<file path="src/rtl/syscall_controller.sv">
// syscall_controller
//
// Sequences the 5-stage pipeline around a SYSCALL sitting in decode. When one
// is seen, fetch/decode are frozen and bubbles are injected into execute for
// DRAIN_CYCLES cycles so that E/M/W drain and all older register writes
// retire. The argument is then re-sampled from decode and the call is handed
// to an external service agent over a req/ack handshake. The exit function
// code halts the core until reset instead.
//
// Optional feature macro: SYSCALL_TIMEOUT_EN
//   Defined   : REQ is abandoned after TIMEOUT_CYCLES cycles without ack and
//               svc_error pulses for that one cycle.
//   Undefined : svc_error is tied low and REQ waits for svc_ack forever.
//
// Ports:
//   clock            in   system clock, rising edge
//   reset            in   synchronous, active-high
//   syscall_d        in   decode-stage instruction is SYSCALL
//   syscall_funct_d  in   [31:0] function code ($v0 read in decode)
//   syscall_param1_d in   [31:0] first argument ($a0 read in decode)
//   svc_ack          in   service agent has completed the call
//   stall_f          out  hold PC (combinational)
//   stall_d          out  hold fetch/decode register (combinational)
//   flush_e          out  bubble into execute register (combinational)
//   svc_req          out  service request (registered)
//   svc_funct        out  [31:0] latched function code
//   svc_param        out  [31:0] latched argument
//   busy             out  controller is not idle (combinational)
//   halted           out  sticky exit indication (registered)
//   svc_error        out  watchdog expiry pulse (combinational)

module syscall_controller #(
  parameter int unsigned DRAIN_CYCLES   = 3,
  parameter logic [31:0] EXIT_FUNCT     = 32'd10,
  parameter int unsigned TIMEOUT_CYCLES = 1024
) (
  input  logic        clock,
  input  logic        reset,
  input  logic        syscall_d,
  input  logic [31:0] syscall_funct_d,
  input  logic [31:0] syscall_param1_d,
  input  logic        svc_ack,
  output logic        stall_f,
  output logic        stall_d,
  output logic        flush_e,
  output logic        svc_req,
  output logic [31:0] svc_funct,
  output logic [31:0] svc_param,
  output logic        busy,
  output logic        halted,
  output logic        svc_error
);

  typedef enum logic [2:0] {
    ST_IDLE,
    ST_DRAIN,
    ST_REQ,
    ST_RELEASE,
    ST_HALTED
  } state_t;

  state_t      state_q, state_d;
  logic [3:0]  drain_cnt_q, drain_cnt_d;
  logic        svc_req_q, svc_req_d;
  logic [31:0] svc_funct_q, svc_funct_d;
  logic [31:0] svc_param_q, svc_param_d;
  logic        halted_q, halted_d;
  logic        stall_any;
  logic        error_pulse;

`ifdef SYSCALL_TIMEOUT_EN
  logic [15:0] tmo_cnt_q, tmo_cnt_d;
  logic        tmo_hit;

  // tmo_cnt_q counts completed REQ cycles, so the current cycle is the
  // TIMEOUT_CYCLES-th one when the count equals TIMEOUT_CYCLES-1.
  // A simultaneous ack takes priority over the timeout.
  assign tmo_hit = (state_q == ST_REQ) && !svc_ack &&
                   (tmo_cnt_q == 16'(TIMEOUT_CYCLES - 1));
`endif

  always_comb begin
    state_d     = state_q;
    drain_cnt_d = drain_cnt_q;
    svc_req_d   = svc_req_q;
    svc_funct_d = svc_funct_q;
    svc_param_d = svc_param_q;
    halted_d    = halted_q;
    stall_any   = 1'b0;
    error_pulse = 1'b0;
`ifdef SYSCALL_TIMEOUT_EN
    tmo_cnt_d   = tmo_cnt_q;
`endif

    case (state_q)
      ST_IDLE: begin
        // Stall in the very cycle the SYSCALL first appears in decode.
        stall_any = syscall_d;
        if (syscall_d) begin
          svc_funct_d = syscall_funct_d;
          drain_cnt_d = 4'(DRAIN_CYCLES);
          state_d     = ST_DRAIN;
        end
      end

      ST_DRAIN: begin
        stall_any   = 1'b1;
        drain_cnt_d = drain_cnt_q - 4'd1;
        if (drain_cnt_q == 4'd1) begin
          // Older writes have now retired, so the register file value read
          // in decode this cycle is the architecturally correct argument.
          svc_param_d = syscall_param1_d;
          if (svc_funct_q == EXIT_FUNCT) begin
            halted_d = 1'b1;
            state_d  = ST_HALTED;
          end else begin
            svc_req_d = 1'b1;
            state_d   = ST_REQ;
`ifdef SYSCALL_TIMEOUT_EN
            tmo_cnt_d = 16'd0;
`endif
          end
        end
      end

      ST_REQ: begin
        stall_any = 1'b1;
`ifdef SYSCALL_TIMEOUT_EN
        tmo_cnt_d = tmo_cnt_q + 16'd1;
`endif
        if (svc_ack) begin
          svc_req_d = 1'b0;
          state_d   = ST_RELEASE;
        end
`ifdef SYSCALL_TIMEOUT_EN
        else if (tmo_hit) begin
          svc_req_d   = 1'b0;
          error_pulse = 1'b1;
          state_d     = ST_RELEASE;
        end
`endif
      end

      // One cycle with stalls low lets the serviced SYSCALL leave decode;
      // syscall_d is still high here but belongs to the same instruction.
      ST_RELEASE: begin
        state_d = ST_IDLE;
      end

      ST_HALTED: begin
        stall_any = 1'b1;
        svc_req_d = 1'b0;
        halted_d  = 1'b1;
      end

      default: begin
        state_d = ST_IDLE;
      end
    endcase
  end

  always_ff @(posedge clock) begin
    if (reset) begin
      state_q     <= ST_IDLE;
      drain_cnt_q <= 4'd0;
      svc_req_q   <= 1'b0;
      svc_funct_q <= 32'd0;
      svc_param_q <= 32'd0;
      halted_q    <= 1'b0;
`ifdef SYSCALL_TIMEOUT_EN
      tmo_cnt_q   <= 16'd0;
`endif
    end else begin
      state_q     <= state_d;
      drain_cnt_q <= drain_cnt_d;
      svc_req_q   <= svc_req_d;
      svc_funct_q <= svc_funct_d;
      svc_param_q <= svc_param_d;
      halted_q    <= halted_d;
`ifdef SYSCALL_TIMEOUT_EN
      tmo_cnt_q   <= tmo_cnt_d;
`endif
    end
  end

  // Combinational outputs are gated off while reset is asserted.
  assign stall_f   = !reset && stall_any;
  assign stall_d   = !reset && stall_any;
  assign flush_e   = !reset && stall_any;
  assign busy      = !reset && (state_q != ST_IDLE);
  assign svc_req   = svc_req_q;
  assign svc_funct = svc_funct_q;
  assign svc_param = svc_param_q;
  assign halted    = halted_q;

`ifdef SYSCALL_TIMEOUT_EN
  assign svc_error = !reset && error_pulse;
`else
  assign svc_error = 1'b0;
  // error_pulse is never raised without the watchdog.
  logic unused_error;
  assign unused_error = error_pulse;
`endif

endmodule

</file>
<file path="config.mk">
export PLATFORM = sky130hd
export DESIGN_NAME = syscall_controller
export DESIGN_NICKNAME = d
export VERILOG_FILES = /design/src/rtl/syscall_controller.sv
export SDC_FILE = /design/constraint.sdc
export NUM_CORES = 1
export LEC_CHECK = 0
export CORE_ASPECT_RATIO = 1.2
export CORE_MARGIN = 5
export CORE_UTILIZATION = 40
export CTS_CLUSTER_DIAMETER = 50
export CTS_CLUSTER_SIZE = 30
export DETAILED_ROUTE_END_ITERATION = 7
export GPL_TIMING_DRIVEN = 0
export PLACE_DENSITY_LB_ADDON = 0.12
export SYNTH_ARGS = -nofsm -noshare
export SYNTH_HDL_FRONTEND = slang
export SYNTH_SLANG_ARGS = --single-unit
</file>
<file path="constraint.sdc">
create_clock -name clock -period 3.95 [get_ports clock]
set_input_delay 1.185 -clock clock [delete_from_list [all_inputs] [get_ports clock]]
set_output_delay 1.185 -clock clock [all_outputs]
set_load 0.005 [all_outputs]
</file>
# Word level (Yosys, flattened, before mapping)

Index checks and enable logic that the tools add are counted.

Add/subtract/negate cells: 1
$mul: 0
Divide/modulo/power cells: 0
Order comparisons: 0
Eq/ne operators: 10
Shifts and indexed selects: 0
Muxes and demuxes: 15
Bitwise gates (word level): 1
Reduce and logical (&&, ||, !) cells: 15

Operators with widths:

| operator                                         | number |
|---|---|
| == test 32 x 4 -> 1 bit, second input constant   | 1 |
| two-way mux 3 bit                                | 4 |
| case mux 3 bit (4 select lines)                  | 1 |
| inequality test 2 bit, second input constant     | 5 |
| case mux 4 bit (2 select lines)                  | 1 |
| AND reduction 4 bit                              | 2 |
| AND reduction 2 bit                              | 3 |
| nonzero test 3 bit                               | 2 |
| two-way mux 1 bit                                | 5 |
| == test 4 x 1 -> 1 bit, second input constant    | 1 |
| two-way mux 4 bit                                | 1 |
| case mux 1 bit (2 select lines)                  | 2 |
| nonzero test 2 bit                               | 2 |
| subtractor 4 x 1 -> 4 bit, second input constant | 1 |
| == test 3 x 1 -> 1 bit, second input constant    | 1 |
| == test 3 x 2 -> 1 bit, second input constant    | 1 |
| == test 3 bit, second input constant             | 1 |
| zero test 3 bit                                  | 1 |
| case mux 1 bit (3 select lines)                  | 1 |
| AND reduction 3 bit                              | 1 |
| OR reduction 3 bit                               | 1 |
| logical AND 1 bit                                | 2 |
| zero test 1 bit                                  | 1 |
| NOT 1 bit                                        | 1 |

Bits in registers: 73
Latch bits: 0
Memory bits (writable): 0
ROM bits: 0
Input bits: 68
Output and inout port bits: 71
Word-level logic and storage cells: 48
Memories: 0

# Logic depth before layout (Yosys ltp)

Gate-level depths: netlist of the first run.

Word-level depth: 4
Gate-level depth with buffers: 8
Depth with buffers taken out: 6

# Worst setup path after synthesis of the first run

OpenSTA, ideal clock, no wires.

Kind: input to output
From: in reset
To: out stall_d
Arrival time: 1897 ps
Data required time: 2765 ps
Slack: 868 ps
Stages on the path: 5
Buffers on the path: 2
Cells stage by stage: clkbuf_1 > a21oi_1 > nand2_1 > a21oi_1 > buf_4

Longest elaborated chain between the ends: 2

RTL lines:

| what              | line | source |
|---|---|---|
| from (decl)       | 38   | `input logic reset,` |
| zero test 1 bit   | --   |  |
| logical AND 1 bit | --   |  |
| to (decl)         | 44   | `output logic stall_d,` |

No other way between the ends.

# Worst setup path in the final report of the first run

From: in syscall_d
To: out stall_f

Longest elaborated chain between the ends: 2

RTL lines:

| what                            | line | source |
|---|---|---|
| from (decl)                     | 39   | `input logic syscall_d,` |
| case mux 1 bit (2 select lines) | 95   | `case (state_q)` |
| logical AND 1 bit               | 187  | `assign stall_f = !reset && stall_any;` |
| to (decl)                       | 43   | `output logic stall_f,` |

No other way between the ends.

==> reports/qor.txt, run 1 <==
====================================================================================================
Primary FF master, synth                                                                sky130_fd_sc_hd__dfxtp_1
Count of vias placed by the detailed router                                                     2863
Number of levels the H-tree was split into                                                         3
Worst Path Required                                                                          2.76 ns
Setup-violating endpoint count in the final report                                                 0
DRC Markers                                                                                        0
Area of the core                                                                         0.00690 mm2
Run status                                                                              finished clean
Syn Inst Count                                                                                   358
Global route overflow                                                                              0
HPWL reported at the end of detailed placement                                               6170 um
Clock-pin slew reported for the worst setup and hold paths after clock tree synthesis        0.08 ns
Dominant combinational cell family by area after synthesis                              simple AND/OR/NAND/NOR gates
Synth async-reset ratio                                                                            0
Setup repair after global routing missed its margin                                               no
EDFF count, synth                                                                                  0
Mean routed wirelength per cell                                                              13.6 um
Die Outline Area                                                                         0.00889 mm2
Yosys warns                                                                                        0
Number of global-route vias before repair                                                       2849
Layout cell share with drive strength beyond 1                                                0.0784
Post-Syn Area                                                                            0.00284 mm2
Final critical path time including I/O delays and setup                                      3.79 ns
Series of cell instances along the critical path                                        clkdlybuf4s50_1 -> inv_1 -> a21oi_1 -> buf_4 -> clkdlybuf4s50_1
First-iteration detailed-routing DRC count                                                        98
Floorplan die width                                                                          86.9 um
Final worst setup slack                                                                     0.163 ns
Endpoint kind of the worst setup timing path                                              output pin
I/O pin cnt                                                                                      139
Design Power                                                                                 1.73 mW
All-Layer GR Usage                                                                             0.181
Layout overhead on the synthesized area                                                        58.7%
Worst setup path category                                                                     in2out
Highest achievable clock rate                                                              0.264 GHz
TritonCTS clock tree                                                                           built
Syn nets                                                                                         428
Cell Rows                                                                                         33
Vertical die dimension                                                                        102 um
Max-capacitance violation count                                                                    0
Number of buffers inserted by port buffering                                                     137
Final hold violation count                                                                         0
Biggest cell delay along the critical path                                                   0.52 ns
Drt total wl                                                                                 8120 um
Mux share of post-synthesis cell area                                                        0.00749
Post-synthesis compound-gate area fraction                                                     0.149
Final Cycle Share                                                                              0.959
Pre-CTS setup slack                                                                        -0.354 ns
Placer's final routability congestion estimate                                                 0.774
Layout Nets                                                                                      575
Number of buffers created by CTS                                                                   9
Simple-Gate Fraction of Synth Area                                                             0.255
Deepest clock path buffer count                                                                    2
Number of antenna violations at the first check in global routing                                  0
Largest area contributor in the netlist                                                 sky130_fd_sc_hd__dfxtp_1
Fill cell total of the finished layout                                                           619
Latest clock arrival within the worst-skew pair                                              0.34 ns
Cell repeated most along the worst path                                                 sky130_fd_sc_hd__clkdlybuf4s50_1
First-pass GRT wire length                                                                  12700 um
Layout Skew                                                                               0.00872 ns
Total power per unit cell area                                                            383 mW/mm2
Starting density of the core                                                                   0.412
Leak                                                                                         1.62 nW
Adder-cell share of the synthesized area                                                     0.00881
Data arrival time of the critical path                                                       2.60 ns
Critical path's slowest cell                                                            sky130_fd_sc_hd__clkdlybuf4s50_1
Number of synthesized register bits                                                               73
Proportion of synthesized chip area in sequential cells                                        0.515
Drt pass-1 iters                                                                                   5
Residual antenna-violating net count after detailed routing                                        0
Yosys cell types                                                                                  34
Average instance area after synthesis                                                       7.93 um2
XOR/XNOR share of the synthesized area                                                       0.00309
Max Fanout on Critical Path                                                                        3
Maximum number of pins on one net before global-route repair                                      14
# clock sinks                                                                                     73
Placed inst area                                                                         0.00432 mm2
Startpoint type of the worst setup path                                                 primary input
Top-area cell type share of the netlist area                                                   0.515
Detailed-route vias per instance                                                                4.80
Non-Filler Cell Area, Final                                                              0.00450 mm2
Top cells by area, synth                                                                sky130_fd_sc_hd__dfxtp_1, sky130_fd_sc_hd__nand2_1, sky130_fd_sc_hd__a21oi_1
Pins Over Slew Limit                                                                               0
Count of antenna diodes in the layout                                                              0
Worst VDD drop                                                                            0.000206 V
Min-Delay Path Class                                                                         reg2reg
Root buffer cell                                                                        sky130_fd_sc_hd__clkbuf_8
====================================================================================================
==> what timing repair did <==
| action | 4_1_cts | 5_1_grt |
|---|---|---|
| setup endpoints to repair | 4 | 3 |
| buffers inserted | 0 | 0 |
| hold buffers | 0 | 0 |
| gates resized for setup | 1 | 2 |
==> sequential cells by signal, indices dropped and copies added, names as in the netlist <==
signal / count
drain_cnt_q: 4
state_q: 3
svc_funct: 32
svc_param: 32
halted: 1
svc_req: 1
==> through the flow <==
step | setup TNS (ns) | utilization | hold WS (ns) | instances
2_1_floorplan | 0 | - | 0.453 | 358
3_3_place_gp | -1.01 | 0.626 | 0.440 | 582
4_1_cts | 0 | 0.654 | 0.457 | 597
5_1_grt | 0 | 0.653 | 0.483 | 597
3_5_place_dp | -1.03 | 0.626 | 0.447 | 582
6_report | 0 | 0.653 | 0.456 | 597
==> path summary, 6_finish.rpt <==
| check | startpoint | endpoint | slack [ns] | depth (start not counted) |
|---|---|---|---|---|
| max | syscall_d | stall_f | 0.16 | 5 |
| min | svc_param[28] | svc_param[28] | 0.46 | 2 |
| max reg2reg | drain_cnt_q[1] | svc_param[25] | 2.20 | 7 |
| min reg2reg | svc_param[28] | svc_param[28] | 0.46 | 2 |
==> critical path: cells and delay by family <==
family | cells | cell delay, ns
buffers and inverters | 4 | 1.22
AO/OA/AOI/OAI | 1 | 0.20
==> Yosys cell counts, drive strengths merged (2+ instances only) <==
| library cell | count |
|---|---|
| nand2 | 136 |
| dfxtp | 73 |
| a21oi | 69 |
| buf | 17 |
| clkbuf | 11 |
| nor3 | 9 |
| nor4 | 6 |
| inv | 4 |
| nor2 | 4 |
| o21ai | 4 |
| a211oi | 2 |
| ha | 2 |
| nand4 | 2 |
| nor3b | 2 |
| nor4b | 2 |
| o31a | 2 |
==> area by class of cell <==
class	instances	area (um2)	share of cell area
Buffer	27	154	0.0342
Clock buffer	9	124	0.0275
Clock inverter	7	70.1	0.0156
Inverter	4	15.0	0.00333
Multi-Input combinational cell	253	1200	0.268
Sequential cell	73	1460	0.324
Tap cell	87	109	0.0242
Timing Repair Buffer	137	1370	0.303
==> cell usage in the layout, fill, tap and decap left out, types with 2 or more instances in the layout <==
cell type,netlist,routed
sky130_fd_sc_hd__nand2_1,136,136
sky130_fd_sc_hd__clkdlybuf4s50_1,0,136
sky130_fd_sc_hd__dfxtp_1,73,73
sky130_fd_sc_hd__a21oi_1,69,69
sky130_fd_sc_hd__clkbuf_1,11,10
sky130_fd_sc_hd__buf_2,9,9
sky130_fd_sc_hd__clkbuf_8,0,9
sky130_fd_sc_hd__nor3_1,8,8
sky130_fd_sc_hd__nor4_1,6,6
sky130_fd_sc_hd__buf_4,5,5
sky130_fd_sc_hd__inv_1,4,4
sky130_fd_sc_hd__nor2_1,4,4
sky130_fd_sc_hd__o21ai_0,3,3
sky130_fd_sc_hd__buf_6,3,3
sky130_fd_sc_hd__clkinv_2,0,3
sky130_fd_sc_hd__a211oi_1,2,2
sky130_fd_sc_hd__nand4_1,2,2
sky130_fd_sc_hd__nor4b_1,2,2
sky130_fd_sc_hd__o31a_1,2,2
sky130_fd_sc_hd__ha_1,2,2
==> where the power goes <==
group | total, mW | internal, mW | leakage (nW) | switching (mW)
Clock | 0.568 | 0.291 | 0.0994 | 0.277
Combinational | 0.342 | 0.196 | 0.929 | 0.146
Sequential | 0.815 | 0.783 | 0.595 | 0.0327
==> cell families after synthesis <==
group,count (synthesis)
compound gates,80
xor+xnor,1
fa+ha+maj,2
buf+inv,32
flops,73
mux,2
other cells,1
simple gates,167
==> metal layers <==
| metal | GRT usage | wire, um | part of all wire |
|---|---|---|---|
| met1 | 0.195 | 3200 | 0.39 |
| met2 | 0.313 | 3850 | 0.47 |
| met3 | 0.0710 | 935 | 0.12 |
| met4 | 0.0755 | 138 | 0.017 |
| met5 | 0 | 0 | 0 |
Power figures use the tool's default switching activity.
==> run 2, diff against run 1 <==
--- a/config.mk
+++ b/config.mk
@@ -12,6 +12,7 @@
 export CTS_CLUSTER_SIZE = 30
 export DETAILED_ROUTE_END_ITERATION = 7
 export GPL_TIMING_DRIVEN = 0
+export HOLD_SLACK_MARGIN = 0.02
 export PLACE_DENSITY_LB_ADDON = 0.12
 export SYNTH_ARGS = -nofsm -noshare
 export SYNTH_HDL_FRONTEND = slang
==> results of run 2 <==
Final layout, timing and power as in run 1 (identical DEF).
==> run 3, diff against run 2 <==
--- a/config.mk
+++ b/config.mk
@@ -8,11 +8,12 @@
 export CORE_ASPECT_RATIO = 1.2
 export CORE_MARGIN = 5
 export CORE_UTILIZATION = 40
+export CTS_BUF_LIST = sky130_fd_sc_hd__clkbuf_4 sky130_fd_sc_hd__clkbuf_8
 export CTS_CLUSTER_DIAMETER = 50
 export CTS_CLUSTER_SIZE = 30
 export DETAILED_ROUTE_END_ITERATION = 7
 export GPL_TIMING_DRIVEN = 0
-export HOLD_SLACK_MARGIN = 0.02
+export HOLD_SLACK_MARGIN = 0.1
 export PLACE_DENSITY_LB_ADDON = 0.12
 export SYNTH_ARGS = -nofsm -noshare
 export SYNTH_HDL_FRONTEND = slang
==> results of run 3 <==
Final layout, timing and power as in run 1 (identical DEF).
